[config.mk]
export PLATFORM = sky130hd
export DESIGN_NAME = if_fetch_icache
export DESIGN_NICKNAME = d
export VERILOG_FILES = /design/src/rtl/if_fetch_icache.sv
export SDC_FILE = /design/constraint.sdc
export NUM_CORES = 1
export LEC_CHECK = 0
export CORE_MARGIN = 3
export CORE_UTILIZATION = 43
export CTS_CLUSTER_DIAMETER = 120
export DETAILED_ROUTE_END_ITERATION = 10
export PLACE_DENSITY_LB_ADDON = 0.12
export SYNTH_ARGS = -nofsm -noshare
export SYNTH_HDL_FRONTEND = slang
export SYNTH_SLANG_ARGS = --single-unit
export TNS_END_PERCENT = 20
[constraint.sdc]
create_clock -name clk_in -period 1.8 [get_ports clk_in]
set_input_delay 0.45 -clock clk_in [delete_from_list [all_inputs] [get_ports clk_in]]
set_output_delay 0.45 -clock clk_in [all_outputs]
set_load 0.03 [all_outputs]
[src/rtl/if_fetch_icache.sv]
// rtl/if_fetch_icache.sv - instruction fetch stage with direct-mapped icache (ICACHE_EN enables the cache)
module if_fetch_icache #(
   parameter int          INDEX_BITS = 6,
   parameter logic [31:0] RESET_PC   = 32'h0
) (
   input  logic        clk_in,
   input  logic        rst_n_in,
   input  logic        rdy_in,
   input  logic        stall_in,
   input  logic        jump_in,
   input  logic [31:0] jump_addr_in,
   output logic        if_req_out,
   output logic [31:0] inst_addr_out,
   input  logic        inst_done_in,
   input  logic [31:0] inst_in,
   output logic        inst_valid_out,
   output logic [31:0] inst_out,
   output logic [31:0] pc_out
);

   typedef enum logic {IDLE, FETCH} state_t;

   state_t      state, state_d;
   logic [31:0] pc, pc_d;
   logic [31:0] addr_d, inst_d, pc_out_d;
   logic        req_d, valid_d;
   logic        slot_free;
   logic        hit;
   logic [31:0] hit_data;

   // the output slot can take a new instruction when empty or being consumed now
   assign slot_free = !inst_valid_out || !stall_in;

`ifdef ICACHE_EN
   localparam int LINES    = 1 << INDEX_BITS;
   localparam int TAG_BITS = 30 - INDEX_BITS;

   logic [LINES-1:0]    line_valid;
   logic [TAG_BITS-1:0] tag_mem  [LINES];
   logic [31:0]         data_mem [LINES];
   logic [INDEX_BITS-1:0] idx, fill_idx;
   logic                fill_en;

   assign idx      = pc[INDEX_BITS+1:2];
   assign fill_idx = inst_addr_out[INDEX_BITS+1:2];
   assign hit      = line_valid[idx] && (tag_mem[idx] == pc[31:INDEX_BITS+2]);
   assign hit_data = data_mem[idx];
   // a returning word fills the line even when a redirect discards it
   assign fill_en  = rdy_in && (state == FETCH) && inst_done_in;

   // line valid bits are the only cache state that needs clearing on reset
   always_ff @(posedge clk_in or negedge rst_n_in) begin
      if (!rst_n_in)
         line_valid <= '0;
      else if (fill_en)
         line_valid[fill_idx] <= 1'b1;
   end

   // tag and data storage written on fill
   always_ff @(posedge clk_in) begin
      if (fill_en) begin
         tag_mem[fill_idx]  <= inst_addr_out[31:INDEX_BITS+2];
         data_mem[fill_idx] <= inst_in;
      end
   end
`else
   // no storage: every lookup misses and fills are dropped
   assign hit      = 1'b0;
   assign hit_data = 32'h0;
`endif

   // next-state and next-output logic; redirect overrides everything
   always_comb begin
      state_d  = state;
      pc_d     = pc;
      req_d    = if_req_out;
      addr_d   = inst_addr_out;
      valid_d  = inst_valid_out;
      inst_d   = inst_out;
      pc_out_d = pc_out;
      if (rdy_in) begin
         if (jump_in) begin
            pc_d    = jump_addr_in;
            valid_d = 1'b0;
            req_d   = 1'b0;
            state_d = IDLE;
         end else begin
            if (inst_valid_out && !stall_in)
               valid_d = 1'b0;
            case (state)
               IDLE: begin
                  if (slot_free) begin
                     if (hit) begin
                        valid_d  = 1'b1;
                        inst_d   = hit_data;
                        pc_out_d = pc;
                        pc_d     = pc + 32'd4;
                     end else begin
                        req_d   = 1'b1;
                        addr_d  = {pc[31:2], 2'b00};
                        state_d = FETCH;
                     end
                  end
               end
               FETCH: begin
                  if (inst_done_in) begin
                     req_d   = 1'b0;
                     state_d = IDLE;
                     if (slot_free) begin
                        valid_d  = 1'b1;
                        inst_d   = inst_in;
                        pc_out_d = pc;
                        pc_d     = pc + 32'd4;
                     end
                  end
               end
               default: state_d = IDLE;
            endcase
         end
      end
   end

   // state register
   always_ff @(posedge clk_in or negedge rst_n_in) begin
      if (!rst_n_in)
         state <= IDLE;
      else
         state <= state_d;
   end

   // pc and registered outputs
   always_ff @(posedge clk_in or negedge rst_n_in) begin
      if (!rst_n_in) begin
         pc             <= RESET_PC;
         if_req_out     <= 1'b0;
         inst_addr_out  <= 32'h0;
         inst_valid_out <= 1'b0;
         inst_out       <= 32'h0;
         pc_out         <= 32'h0;
      end else begin
         pc             <= pc_d;
         if_req_out     <= req_d;
         inst_addr_out  <= addr_d;
         inst_valid_out <= valid_d;
         inst_out       <= inst_d;
         pc_out         <= pc_out_d;
      end
   end

endmodule

Word level (Yosys, flattened, before mapping)
Index checks and enable logic that the tools add are counted.
- word-level logic and storage cells: 47
- input port bits: 70
- register bits after elaboration: 129
- eq/ne operators: 6
- reductions and logical operators: 8
- multiplexer cells: 23
- bitwise gates (word level): 2
- $add $sub $neg: 1
- operators by type and width (kind ; number):
    $mux W32 ; 10
    $add A32 B3 Y32 const B ; 1
    $mux W1 ; 10
    $reduce_and A4 Y1 ; 2
    $ne A3 B3 Y1 const B ; 2
    $pmux W1 S2 ; 3
    $reduce_and A5 Y1 ; 1
    $ne A2 B2 Y1 const B ; 2
    $ne A3 B2 Y1 const B ; 1
    $reduce_and A3 Y1 ; 1
    $logic_not A1 Y1 ; 2
    $ne A2 B1 Y1 const B ; 1
    $not A1 Y1 ; 2
    $logic_and A1 B1 Y1 ; 1
    $logic_or A1 B1 Y1 ; 1

Logic depth before layout (Yosys ltp)
- depth after elaboration: 7
- gate-level depth with buffers: 8
- mapped depth without buffers: 6

Least setup slack after synthesis
OpenSTA, ideal clock, no wires.
- path kind: reg-to-reg
- start: reg inst_valid_out
- end: reg pc[29]
- data required time: 1.680 ns
- library setup time: 0.120 ns
- cell stages (with the launch flop): 7
- setup slack: 0.100 ns
- buffers on the path: 2
- arrival time: 1.580 ns
- cells stage by stage: dfrtp_1 a21boi_1 and3_1 buf_2 buf_2 nand2_1 o211a_1
- word-level cells in the longest chain between the ends: 4
- RTL lines (element ; line ; RTL):
    from (decl) ; 16 ; output logic inst_valid_out,
    from (signal assigned) ; 144 ; inst_valid_out <= valid_d;
    $logic_not A1 Y1 ; 32 ; assign slot_free = !inst_valid_out || !stall_in;
    $logic_or A1 B1 Y1 ; 32 ;
    $ne A3 B2 Y1 (no source line) ; n/a ;
    $reduce_and A4 Y1 (no source line) ; n/a ;
    to (signal assigned) ; 141 ; pc <= pc_d;
    to (decl) ; 24 ; logic [31:0] pc, pc_d;
No other way between the ends.
A chain may end at the register's enable or synchronous reset.

Worst setup path in the final report
- start: reg pc[2]
- end: reg pc[22]
- word-level cells in the longest chain between the ends: 5
- RTL lines (element ; line ; RTL):
    $add A32 B3 Y32 ; 113 ; pc_d = pc + 32'd4;
    $mux W32 ; 109 ; if (slot_free) begin
    $mux W32 ; 106 ; if (inst_done_in) begin
    $mux W32 ; 90 ; case (state)
    $mux W32 ; 82 ; if (jump_in) begin
No other way between the ends. The select of a mux whose other input is x is not followed.

==> results.md <==
* Result of the run: completed
* Die Width at 121 um
* Via-per-instance ratio at 5.12
* Number of buffer and inverter stages on the critical path at 1
* Average size of a mapped cell at 9.57 um^2
* Largest net degree at the start of global routing at 45
* Worst hold slack across all endpoints at 0.464 ns
* Post-synthesis cell count at 598
* Remaining global-route overflow at 0
* Drt wl/cell at 16.2 um
* Root cell of the clock tree: clkbuf_16
* Worst reg2reg path depth at 6
* Hold violation total from the final report at 0
* Proportion of synthesized chip area in sequential cells at 0.564
* Worst Setup Start Kind: register
* Clock share of power at 0.263
* Clock period minus final worst setup slack at 1.78 ns
* Power density over the cells at 1350 mW/mm^2
* Peak supply drop at 0.634 mV
* Core Rows at 41
* 1st-iter DRT viols at 228
* Switching portion of total power at 0.378
* Endpoint required time on the critical path at 2.12 ns
* Finish-stage setup viols at 0
* Share of flip-flops with an asynchronous set or reset at 1.00
* Final clock period utilization by the worst path at 0.986
* Initial core utilization at 0.446
* Final nets at 891
* Setup slack of the worst register-to-register path at 0.02 ns
* Most frequent cell after synthesis: nand2_1
* Leakage power at 4.31 nW
* Total Die Area at 0.0147 mm^2
* Worst clock skew at 0.00421 ns
* Cell type contributing the most total cell area after synthesis: dfrtp_1
* Number of buffers inserted during clock tree synthesis at 17
* Data arrival, critical path at 2.10 ns
* Relative contribution of sequential cells to total power at 0.372
* Total GRT Usage at 0.226
* Most instantiated flip-flop cell in the synthesis netlist: dfrtp_1
* Count of pins on the block boundary at 168
* Endpoint class of the critical path: register
* Endpoint of the worst setup timing path: pc[22]
* Worst reg2reg endpoint: pc[22]
* Post-synth EDFFs at 0
* Hold crit path type: reg -> reg
* Kind of critical path: reg -> reg
* Diodes inserted at 0
* Via count of the first global-routing pass at 5216
* Critical path cell sequence: ha_2, nand4_1, nor3_4, buf_4, nand4_1, a221oi_2
* Sink Count at 129
* Post-Layout Cell Count at 1003
* Final cell utilization of the core at 0.666
* Number of levels in the clock H-tree at 4
* RSZ-0062 raised after global routing: yes
* Number of distinct library cell variants in the gate-level netlist after synthesis at 48
* Fraction of synthesized cell area taken by the top area cell type at 0.564
* Length of the first detailed-routing pass in iterations at 5
* Vertical extent of the die at 121 um
* Switching power at 0.00436 W
* Max Slew Vio Count at 0
* Max FO, Critical Path at 6
* Final routed DRC violation total at 0
* Cell internal pwr at 0.00718 W
* Share of layout cells above drive strength 1 at 0.176
* Insertion delay of the later-clocked pin in the worst-skew pair at 0.41 ns
* Cell count after placement at 970
* Placer congestion estimate at 0.907
* Highest clock frequency the design can meet at 563 MHz
* Launch instance of the worst register-to-register path: pc[2]
* Post-Place Setup Slack at -0.397 ns
* Post-route worst setup slack at 0.0244 ns
* Vias after detailed routing at 5136
* Logic depth of the worst setup path including buffers at 6
* Max-capacitance violation count at 0
* Critical path launch point: pc[2]
* Cell at the slowest stage of the critical path: dfrtp_1
* Cell types with the largest area share after synthesis: dfrtp_1 56%, nand2_1 15%, mux2_2 5.9%, o21ai_0 1.8%, nor2_1 1.8%
* CP most frequent cell: nand4_1
* Wire length reported by the detailed router at 16300 um
* Count of synthesis-stage warnings from yosys at 0
* Top cells by count, synth: 226 x nand2_1, 129 x dfrtp_1, 30 x mux2_2
* Clock slew at reported path FFs at 0.05 ns
* Count of state elements after synthesis at 129
* Cell area after technology mapping at 0.00573 mm^2
* First-pass GRT wire length at 26000 um
* Initial antenna violation count at 0
* Kind of cell with the highest combined delay on the critical path: simple AND/OR/NAND/NOR gates
* Growth of design area from synthesis to finish at 49.2%
* Area inside the core boundary at 0.0128 mm^2
* Stage delay of the slowest cell on the critical path at 0.35 ns
* Setup_tns at 0 ns
* Total half-perimeter wirelength after legalization and detailed placement at 11700 um
* TritonCTS clock tree: yes
* Portion of total power attributed to combinational logic at 0.365
* Antenna Violating Nets Remaining at 0
* Buffer depth of the longest clock path at 2
* Count of port buffers added during placement at 165
## state kept, by name (all words and copies together) (netlist names)
signal and flops:
pc_out 32, pc 32, inst_valid_out 1, inst_out 32
state 1, inst_addr_out 30, if_req_out 1
## routing by layer
metal,wire length [um],global-route usage
met1,6630,0.277
met2,8290,0.381
met3,979,0.0522
met4,371,0.0959
met5,0,0
## kinds of logic after synthesis
family	Yosys count	share of synthesized area
xor gates and xnor gates	1	0.00153
adders and majority gates	1	0.00218
AOI/OAI and AO/OA	74	0.0863
other	1	0.000655
buffers and inverters	45	0.0363
muxes	38	0.0730
and+or+nand+nor	309	0.236
DFF	129	0.564
## worst reg2reg max path, cell delays in order, from the launching register on
cell and delay [ns]:
dfrtp_1 0.35, ha_2 0.18, nand4_1 0.21, nor3_4 0.34
buf_4 0.18, nand4_1 0.15, a221oi_2 0.29
## final cells by class
cell class              count  area [um^2]
flip-flops and latches    129         3230
clock inverters             6         32.5
fillers                  1092         4280
inverters                   8         30.0
repair buffers            239         2220
well taps                 172          215
clock buffers              24          492
multi-input cells         425         2330
## worst min-delay path by stage
stage	start	to	slack, ns	depth (start not counted)
2_1_floorplan	rst_n_in	if_req_out	0.15	0
3_3_place_gp	rst_n_in	pc_out[5]	0.41	1
3_5_place_dp	rst_n_in	pc_out[5]	0.42	1
4_1_cts	inst_out[30]	inst_out[30]	0.47	2
5_1_grt	inst_out[7]	inst_out[7]	0.49	2
6_report	inst_out[18]	inst_out[18]	0.46	2
## metrics by stage
step	power [W]	cell area [um^2]
2_1_floorplan	0.00679	5730
3_3_place_gp	0.00903	8090
3_5_place_dp	0.00914	8090
4_1_cts	0.0117	8510
5_1_grt	0.0121	8540
6_report	0.0115	8540
## power by group through the flow
stage / sequential, W / clock (W) / combinational [W]
finish: 0.00429 / 0.00303 / 0.00422
CTS: 0.00430 / 0.00311 / 0.00426
global placement: 0.00433 / 0 / 0.00471
floorplan: 0.00584 / 0 / 0.000956
detailed placement: 0.00437 / 0 / 0.00477
global route: 0.00440 / 0.00323 / 0.00450
## cell usage in the layout (no fill, tap or decap), drive strengths merged, types with 2 or more instances in the layout
cell	n
o211ai	4
nand3	14
inv	8
and3	7
clkbuf	24
clkdlybuf4s50	68
and2	6
nand4	13
a311oi	4
a21boi	3
mux2i	8
nor2	27
a211oi	3
a31oi	2
nor4	3
o21ai	22
a21oi	14
a221oi	4
o22ai	4
conb	2
clkinv	5
dlygate4sd2	96
o2bb2ai	3
mux2	30
a21o	2
nor3	8
dfrtp	129
a32oi	2
nand2	226
buf	74
o311ai	2
a22oi	3
## repair_timing
item / 4_1_cts / 5_1_grt
hold buffers: 1 / 0
gates resized for setup: 96 / 4
buffers inserted: 0 / 2
endpoints found under the hold margin: 41 / 0
endpoints found under the setup margin: 96 / 58
No activity file was read; power rests on OpenSTA's default activity.
